## src/rtl/vga_pkg.sv

```systemverilog
// vga_pkg: shared VGA timing defaults, colour type and fetch FSM states
package vga_pkg;
  typedef logic [15:0] rgb565_t;
  typedef enum logic [1:0] {IDLE, REQ, CAPT} fetch_t;
  localparam logic [9:0] DEF_H_ACTIVE = 10'd640;
  localparam logic [9:0] DEF_H_FP = 10'd16;
  localparam logic [9:0] DEF_H_SYNC = 10'd96;
  localparam logic [9:0] DEF_H_BP = 10'd48;
  localparam logic [9:0] DEF_V_ACTIVE = 10'd480;
  localparam logic [9:0] DEF_V_FP = 10'd10;
  localparam logic [9:0] DEF_V_SYNC = 10'd2;
  localparam logic [9:0] DEF_V_BP = 10'd33;
  localparam logic [9:0] DEF_H_TOTAL = DEF_H_ACTIVE + DEF_H_FP + DEF_H_SYNC + DEF_H_BP;
  localparam logic [9:0] DEF_V_TOTAL = DEF_V_ACTIVE + DEF_V_FP + DEF_V_SYNC + DEF_V_BP;
  localparam logic [9:0] DEF_X0 = 10'd256;
  localparam logic [9:0] DEF_Y0 = 10'd176;
  localparam int DEF_SCALE_LOG2 = 3;
  localparam rgb565_t DEF_FG_COLOR = 16'hFFFF;
  localparam rgb565_t DEF_BG_COLOR = 16'h001F;
endpackage

```

## src/rtl/vga_timing.sv

```systemverilog
// vga_timing: h/v counters with registered sync and display-enable decode
module vga_timing
  import vga_pkg::*;
#(
  parameter logic [9:0] H_ACTIVE = DEF_H_ACTIVE,
  parameter logic [9:0] H_FP = DEF_H_FP,
  parameter logic [9:0] H_SYNC = DEF_H_SYNC,
  parameter logic [9:0] H_BP = DEF_H_BP,
  parameter logic [9:0] V_ACTIVE = DEF_V_ACTIVE,
  parameter logic [9:0] V_FP = DEF_V_FP,
  parameter logic [9:0] V_SYNC = DEF_V_SYNC,
  parameter logic [9:0] V_BP = DEF_V_BP
) (
  input  logic       clk,
  input  logic       rst,
  output logic [9:0] h,
  output logic [9:0] v,
  output logic       active,
  output logic       hsync,
  output logic       vsync,
  output logic       de
);
  localparam logic [9:0] HT = H_ACTIVE + H_FP + H_SYNC + H_BP;
  localparam logic [9:0] VT = V_ACTIVE + V_FP + V_SYNC + V_BP;
  always_comb active = h < H_ACTIVE && v < V_ACTIVE;
  always_ff @(posedge clk) begin
    if (rst) begin
      h <= 10'd0;
      v <= 10'd0;
      hsync <= 1'b1;
      vsync <= 1'b1;
      de <= 1'b0;
    end else begin
      h <= (h == HT - 10'd1) ? 10'd0 : h + 10'd1;
      if (h == HT - 10'd1) v <= (v == VT - 10'd1) ? 10'd0 : v + 10'd1;
      hsync <= !(h >= H_ACTIVE + H_FP && h < H_ACTIVE + H_FP + H_SYNC);
      vsync <= !(v >= V_ACTIVE + V_FP && v < V_ACTIVE + V_FP + V_SYNC);
      de <= active;
    end
  end
endmodule

```

## src/rtl/vga_ram_display.sv

```systemverilog
// vga_ram_display: renders a 16x16 RAM bitmap on VGA, fetching rows in hblank
module vga_ram_display
  import vga_pkg::*;
#(
  parameter logic [9:0] H_ACTIVE = DEF_H_ACTIVE,
  parameter logic [9:0] H_FP = DEF_H_FP,
  parameter logic [9:0] H_SYNC = DEF_H_SYNC,
  parameter logic [9:0] H_BP = DEF_H_BP,
  parameter logic [9:0] V_ACTIVE = DEF_V_ACTIVE,
  parameter logic [9:0] V_FP = DEF_V_FP,
  parameter logic [9:0] V_SYNC = DEF_V_SYNC,
  parameter logic [9:0] V_BP = DEF_V_BP,
  parameter logic [9:0] X0 = DEF_X0,
  parameter logic [9:0] Y0 = DEF_Y0,
  parameter int SCALE_LOG2 = DEF_SCALE_LOG2,
  parameter rgb565_t FG_COLOR = DEF_FG_COLOR,
  parameter rgb565_t BG_COLOR = DEF_BG_COLOR
) (
  input  logic        clk,
  input  logic        rst,
  input  logic        ram_busy,
  output logic [3:0]  read_addr,
  input  logic [15:0] read_data,
  output logic        hsync,
  output logic        vsync,
  output logic        de,
  output logic [15:0] rgb,
  output logic        frame_start,
  output logic        underrun
);
  localparam logic [9:0] HT = H_ACTIVE + H_FP + H_SYNC + H_BP;
  localparam logic [9:0] VT = V_ACTIVE + V_FP + V_SYNC + V_BP;
  localparam logic [9:0] BOX = 10'(16 << SCALE_LOG2);
  logic [9:0] h, v, dx, dy, ny;
  logic [3:0] col, row;
  logic active, in_box, trigger, abort;
  logic [15:0] line_buf;
  rgb565_t pix;
  fetch_t state, next;
  vga_timing #(
    .H_ACTIVE(H_ACTIVE), .H_FP(H_FP), .H_SYNC(H_SYNC), .H_BP(H_BP),
    .V_ACTIVE(V_ACTIVE), .V_FP(V_FP), .V_SYNC(V_SYNC), .V_BP(V_BP)
  ) u_timing (
    .clk(clk), .rst(rst), .h(h), .v(v), .active(active),
    .hsync(hsync), .vsync(vsync), .de(de)
  );
  always_comb begin
    dx = h - X0;
    ny = (v == VT - 10'd1) ? 10'd0 : v + 10'd1;
    dy = ny - Y0;
    col = 4'(dx >> SCALE_LOG2);
    row = 4'(dy >> SCALE_LOG2);
    in_box = h >= X0 && h < X0 + BOX && v >= Y0 && v < Y0 + BOX;
    pix = !active ? 16'h0000 : (in_box && line_buf[~col]) ? FG_COLOR : BG_COLOR;
    trigger = h == H_ACTIVE && ny >= Y0 && ny < Y0 + BOX;
    abort = state == REQ && h == HT - 10'd1;
    next = state;
    next = state == IDLE ? (trigger ? REQ : IDLE) :
           state == REQ  ? (abort ? IDLE : ram_busy ? REQ : CAPT) : IDLE;
  end
  always_ff @(posedge clk) begin
    if (rst) state <= IDLE;
    else state <= next;
  end
  always_ff @(posedge clk) begin
    if (rst) begin
      line_buf <= 16'h0000;
      read_addr <= 4'd0;
      rgb <= 16'h0000;
      frame_start <= 1'b0;
      underrun <= 1'b0;
    end else begin
      rgb <= pix;
      frame_start <= h == 10'd0 && v == 10'd0;
      underrun <= abort;
      if (state == IDLE && trigger) read_addr <= row;
      if (state == CAPT) line_buf <= read_data;
    end
  end
endmodule
```

## config.mk

```make
export PLATFORM = sky130hd
export DESIGN_NAME = vga_ram_display
export DESIGN_NICKNAME = d
export VERILOG_FILES = /design/src/rtl/vga_pkg.sv /design/src/rtl/vga_timing.sv /design/src/rtl/vga_ram_display.sv
export SDC_FILE = /design/constraint.sdc
export NUM_CORES = 1
export LEC_CHECK = 0
export BUFFER_PORTS_ARGS = -buffer_cell sky130_fd_sc_hd__buf_2
export CORE_MARGIN = 2
export CORE_UTILIZATION = 52
export CTS_BUF_LIST = sky130_fd_sc_hd__clkbuf_2
export DETAILED_ROUTE_END_ITERATION = 8
export PLACE_DENSITY = 0.82
export RECOVER_POWER = 25
export SYNTH_ARGS = -nofsm -noshare
export SYNTH_HDL_FRONTEND = slang
export SYNTH_SLANG_ARGS = --single-unit
```

## constraint.sdc

```tcl
create_clock -name clk -period 2.9 [get_ports clk]
set_input_delay 0.58 -clock clk [delete_from_list [all_inputs] [get_ports clk]]
set_output_delay 0.58 -clock clk [all_outputs]
set_load 0.01 [all_outputs]
```

[After elaboration in Yosys (flattened, before gate mapping)]
Index checks and enable logic that the tools add are counted.
Storage, ports and cells
  bits in registers: 63
  bits of input ports: 19
  output and inout bits: 25
  word-level logic and storage cells: 63
Operators by class
  add/sub/neg operators: 4
  $lt $le $gt $ge: 13
  equality and inequality tests: 5
  muxes and demuxes: 9
  bitwise logic cells: 2
  reductions and logical operators: 19
Operators with widths (count)
  10-bit by 9-bit less-than comparator with 1-bit output (second input constant): 5
  10-bit equality test (second input constant): 3
  10-bit by 1-bit adder with 10-bit output (second input constant): 2
  10-bit by 8-bit >= comparator with 1-bit output (second input constant): 2
  10-bit by 9-bit >= comparator with 1-bit output (second input constant): 2
  10-bit logical NOT: 2
  10-bit less-than comparator (second input constant): 2
  16-bit two-way mux: 1
  1-bit logical AND: 12
  10-bit >= comparator (second input constant): 1
  10-bit two-way mux: 1
  2-bit two-way mux: 4
  7-bit by 1-bit subtractor with 7-bit output (second input constant): 1
  7-bit by 6-bit subtractor with 7-bit output (second input constant): 1
  4-bit by 5-bit less-than comparator with 1-bit output (second input constant): 1
  1-bit binary-select mux with 4-bit select: 1
  4-bit inverter: 1
  2-bit OR reduction: 2
  2-bit by 1-bit equality test with 1-bit output (second input constant): 1
  2-bit equality test (second input constant): 1
  1-bit logical NOT: 2
  2-bit logical NOT: 1
  1-bit two-way mux: 2
  1-bit inverter: 1

[Longest topological paths before layout]
  word-level depth: 7
  mapped depth: 10
  gate-level depth less buffers: 10

[Hierarchy]
Synthesis repeated with hierarchy kept, for this count alone.
Second synthesis, totals
  cells, all modules: 306
  area, all modules: 2691.3 um^2
Modules (own cells, without submodules)
  vga_ram_display: instances 1, cells each 183, area an instance 1589.0 um^2, sequential area each 520.5 um^2
  vga_timing: instances 1, cells each 123, area an instance 1102.3 um^2, sequential area each 460.4 um^2

[Worst setup path before layout]
No wires, ideal clock.
  path type: register to register
  start: reg u_timing.v[1]
  end: reg read_addr[0]
  setup time: 70 ps
  data arrival time: 3003 ps
  required time: 2830 ps
  setup slack: -173 ps
  cell stages (with the launch flop): 11
  buffers on the path: 0
  clock period less this slack: 3073 ps
  path through: dfxtp_1 > inv_1 > ha_1 > or4b_1 > nor4_4 > nor2_1 > ha_1 > nor3_1 > mux2_2 > or4_1 > a21oi_1
Between the ends
  longest elaborated chain between the ends: 6
  elaborated cells between the ends (all ways): 9
  those cells by class: add/sub: 2; order compare: 2; eq/ne: 1; mux: 1; reduce/logical: 3
Ends and longest elaborated chain
  start: declaration: RTL line vga_timing.sv:17  | output logic [9:0] v,
  start signal: assignment: RTL line vga_timing.sv:35  | if (h == HT - 10'd1) v <= (v == VT - 10'd1) ? 10'd0 : v + 10'd1;
  10-bit by 1-bit adder with 10-bit output or 10-bit equality test (tied branches): RTL line vga_ram_display.sv:49  | ny = (v == VT - 10'd1) ? 10'd0 : v + 10'd1;
  10-bit two-way mux (*): RTL line vga_ram_display.sv:49
  via ny[4]: RTL line vga_ram_display.sv:34  | logic [9:0] h, v, dx, dy, ny;
  10-bit by 8-bit >= comparator with 1-bit output: RTL line vga_ram_display.sv:55  | trigger = h == H_ACTIVE && ny >= Y0 && ny < Y0 + BOX;
  1-bit logical AND: RTL line vga_ram_display.sv:55
  1-bit logical AND (*): RTL line vga_ram_display.sv:55
  1-bit logical AND (*): RTL line vga_ram_display.sv:76  | if (state == IDLE && trigger) read_addr <= row;
  end signal: assignment: RTL line vga_ram_display.sv:76
  end: declaration: RTL line vga_ram_display.sv:22  | output logic [3:0] read_addr,
Mark *: on every way through the listed nets, which the timed path passes. The rest lies on a longest branch.
A chain may end at the register's enable or synchronous reset.

[Worst setup path in the final report]
Same ends and word-level chain as after synthesis.

==> flow_summary.json <==
{
  "crit_type": "register to register",
  "cp_top_family": "simple AND/OR/NAND/NOR gates",
  "rsz0062_at_grt": "false",
  "synth_cells": 289,
  "cts_num_sinks": 49,
  "synth-seq-cells": 49,
  "clock_path_buffers": 2,
  "status": "completed",
  "clock_skew_ns": 0.0178,
  "grt_overflow": 0,
  "n_antenna_cell": 0,
  "clk_pin_slew_ns": 0.24,
  "power.density_nw_per_um2": 444,
  "endpoint_kind": "register",
  "ys_types": 49,
  "grt_antenna_before_repair": 0,
  "first_global_vias": 1749,
  "drt-total-wl_um": 4650,
  "synth_enable_flop_cells": 0,
  "worst_pin_slew_ns": 1.00,
  "post-route-drc-count": 0,
  "min_period_ns": 2.69,
  "cts-root-buf": "clkbuf_2",
  "finalSetupTns_ns": 0,
  "cp_slowest_stage_delay_ns": 0.47,
  "antenna_left": 0,
  "synthFlopType": "dfxtp_1",
  "drv_cap": 0,
  "synth_nets": 313,
  "htreeDepth": 2,
  "die-area_um2": 5290,
  "hpwl_um": 3370,
  "critical_path_buf_inv_count": 1,
  "gp_congestion": 0.920,
  "drt_pass1_iterations": 4,
  "vias": 1984,
  "numCtsBuffers": 5,
  "power_mw": 1.18,
  "yosysWarnings": 0,
  "crit_chain": "inv_1, ha_1, or4b_4, nor4_4, nor2_1, ha_2, nor3_4, mux2_2, or4_1, a21oi_1",
  "drive_gt1_share_pct": 19.6,
  "fin_crit_sh_pct": 92.8,
  "fmax_mhz": 372,
  "drv_slew": 0,
  "relSlewSlack_pct": 33.0,
  "start_kind": "register",
  "synth_top_area_share_pct": 39.9,
  "areaGrowthSynthToFinish_pct": 7.94,
  "hold_viol": 0,
  "vdd_ir_drop_max_mv": 0.262,
  "avgSynthCellArea_um2": 8.51,
  "arrival_ns": 3.08,
  "r2r_slack_ns": 0.21,
  "cp_slowest_cell": "or4b_4",
  "clk_latency_ns": 0.43,
  "netlist_top_cells_area": "dfxtp_1, nand2_1, a21oi_1, buf_4, mux4_2",
  "ys_async_sr_fraction_pct": 0,
  "cts_hold_buf": 0,
  "synth_top_cell_by_area": "dfxtp_1",
  "grt_first_pass_wirelength_um": 7940,
  "grt_use_total_pct": 19.1,
  "fin_nets": 329,
  "hold_path_class": "input pin to register",
  "floorplan.die.height_um": 72.8,
  "cts_tree": "yes",
  "grt_max_degree": 22,
  "synth_area_um2": 2460,
  "cp.required_ns": 3.29,
  "cp_num_cells": 10,
  "drtIter0Drc": 123,
  "p_leak_nw": 0.978,
  "yosysSeqAreaShare_pct": 39.9,
  "dpl_cell_area_um2": 2560,
  "initial_core_util_pct": 53.1,
  "setup_violations": 0,
  "viasPerCell": 5.51,
  "r2r_cells": 10,
  "rows": 25,
  "wl_per_cell_um": 12.9,
  "hold_path_depth": 2,
  "fp.dieW_um": 72.8,
  "crit_fanout": 3,
  "port_buffers": 43,
  "final_cell_area_um2": 2650,
  "io_pins": 44,
  "core_um2": 4630
}
## flip-flops by register name (all words and copies together) (netlist names)
signal	cells
rgb	2
state	2
u_timing.vsync	1
u_timing.hsync	1
u_timing.h	10
underrun	1
line_buf	16
read_addr	4
frame_start	1
u_timing.de	1
u_timing.v	10
## final timing paths
check,from,endpoint
max reg2reg,u_timing.v[1]$_SDFFE_PP0N_,read_addr[0]$_SDFFE_PP0P_
min,ram_busy,state[1]$_SDFF_PP0_
max,u_timing.v[1]$_SDFFE_PP0N_,read_addr[0]$_SDFFE_PP0P_
min reg2reg,line_buf[13]$_SDFFE_PP0N_,line_buf[13]$_SDFFE_PP0N_
## stage by stage
step	util [%]	setup slack [ns]	hold WS, ns	cells
after floorplan	-	0.0568	0.433	289
after global placement	55.4	0.202	0.441	352
after detailed placement	55.4	0.150	0.447	352
after CTS	57.3	0.103	0.268	360
after global routing	57.3	0.0322	0.254	360
final	57.3	0.210	0.294	360
## routing by layer
metal	vias up	part of all wire, %	track usage (%)
li1	1016	-	-
met5	-	0	0
met3	7	5.6	3.87
met2	63	45	28.5
met1	898	48	26.6
met4	0	2.0	8.64
## cell usage after synthesis, types with 2 or more instances
cell	number
dfxtp_1	49
nand2_1	45
a21oi_1	25
clkbuf_1	18
nor2_1	17
buf_4	16
nand3_1	12
nor3_1	9
o21ai_0	9
xor2_1	8
o21ai_1	6
ha_1	5
inv_1	5
mux4_2	5
nor2b_1	5
nor4b_1	5
nand2b_1	4
nor4_1	4
xnor2_1	4
and4_1	3
nand4_1	3
or3_1	3
a311oi_1	2
buf_2	2
## where the power goes
group / total [mW] / switching (mW) / internal [mW]
Sequential: 0.687 / 0.00539 / 0.682
Combinational: 0.0491 / 0.0281 / 0.0209
Clock: 0.443 / 0.212 / 0.231
## cells by family after synthesis
group | share of synthesized area, %
simple gates | 27.0
xor+xnor | 4.27
compound gates | 11.5
fa+ha+maj | 2.54
flops | 39.9
buf+inv | 9.41
mux | 5.45
## cells in the final DEF (no fill, tap or decap), types with 4 or more instances in the layout
cell	instances
clkbuf_2	5
buf_2	32
nor4b_1	5
nor4_1	4
mux4_2	5
buf_4	4
nor3_1	8
ha_1	4
dfxtp_1	48
inv_1	5
nand3_1	12
nand2_1	45
nor2_1	17
o21ai_0	9
xor2_1	8
clkbuf_1	11
a21oi_1	25
nor2b_1	5
o21ai_1	6
nand2b_1	4
xnor2_1	4
## area by class of cell
type	instances	area, um^2
Fill cell	413	1980
Tap cell	54	67.6
Inverter	5	18.8
Clock buffer	5	25.0
Multi-Input combinational cell	197	1260
Timing Repair Buffer	47	231
Sequential cell	49	982
Clock inverter	3	65.1
## worst reg2reg max path: stages (launching register included)
cell	delay, ns
dfxtp_2	0.37
inv_1	0.07
ha_1	0.13
or4b_4	0.47
nor4_4	0.16
nor2_1	0.11
ha_2	0.21
nor3_4	0.16
mux2_2	0.37
or4_1	0.46
a21oi_1	0.14
## what timing repair did
item	in CTS	in global routing
endpoints found under the setup margin	0	3
gates resized for setup	0	4
buffers inserted	0	0
Note: power is estimated with default switching activity, not from simulation.
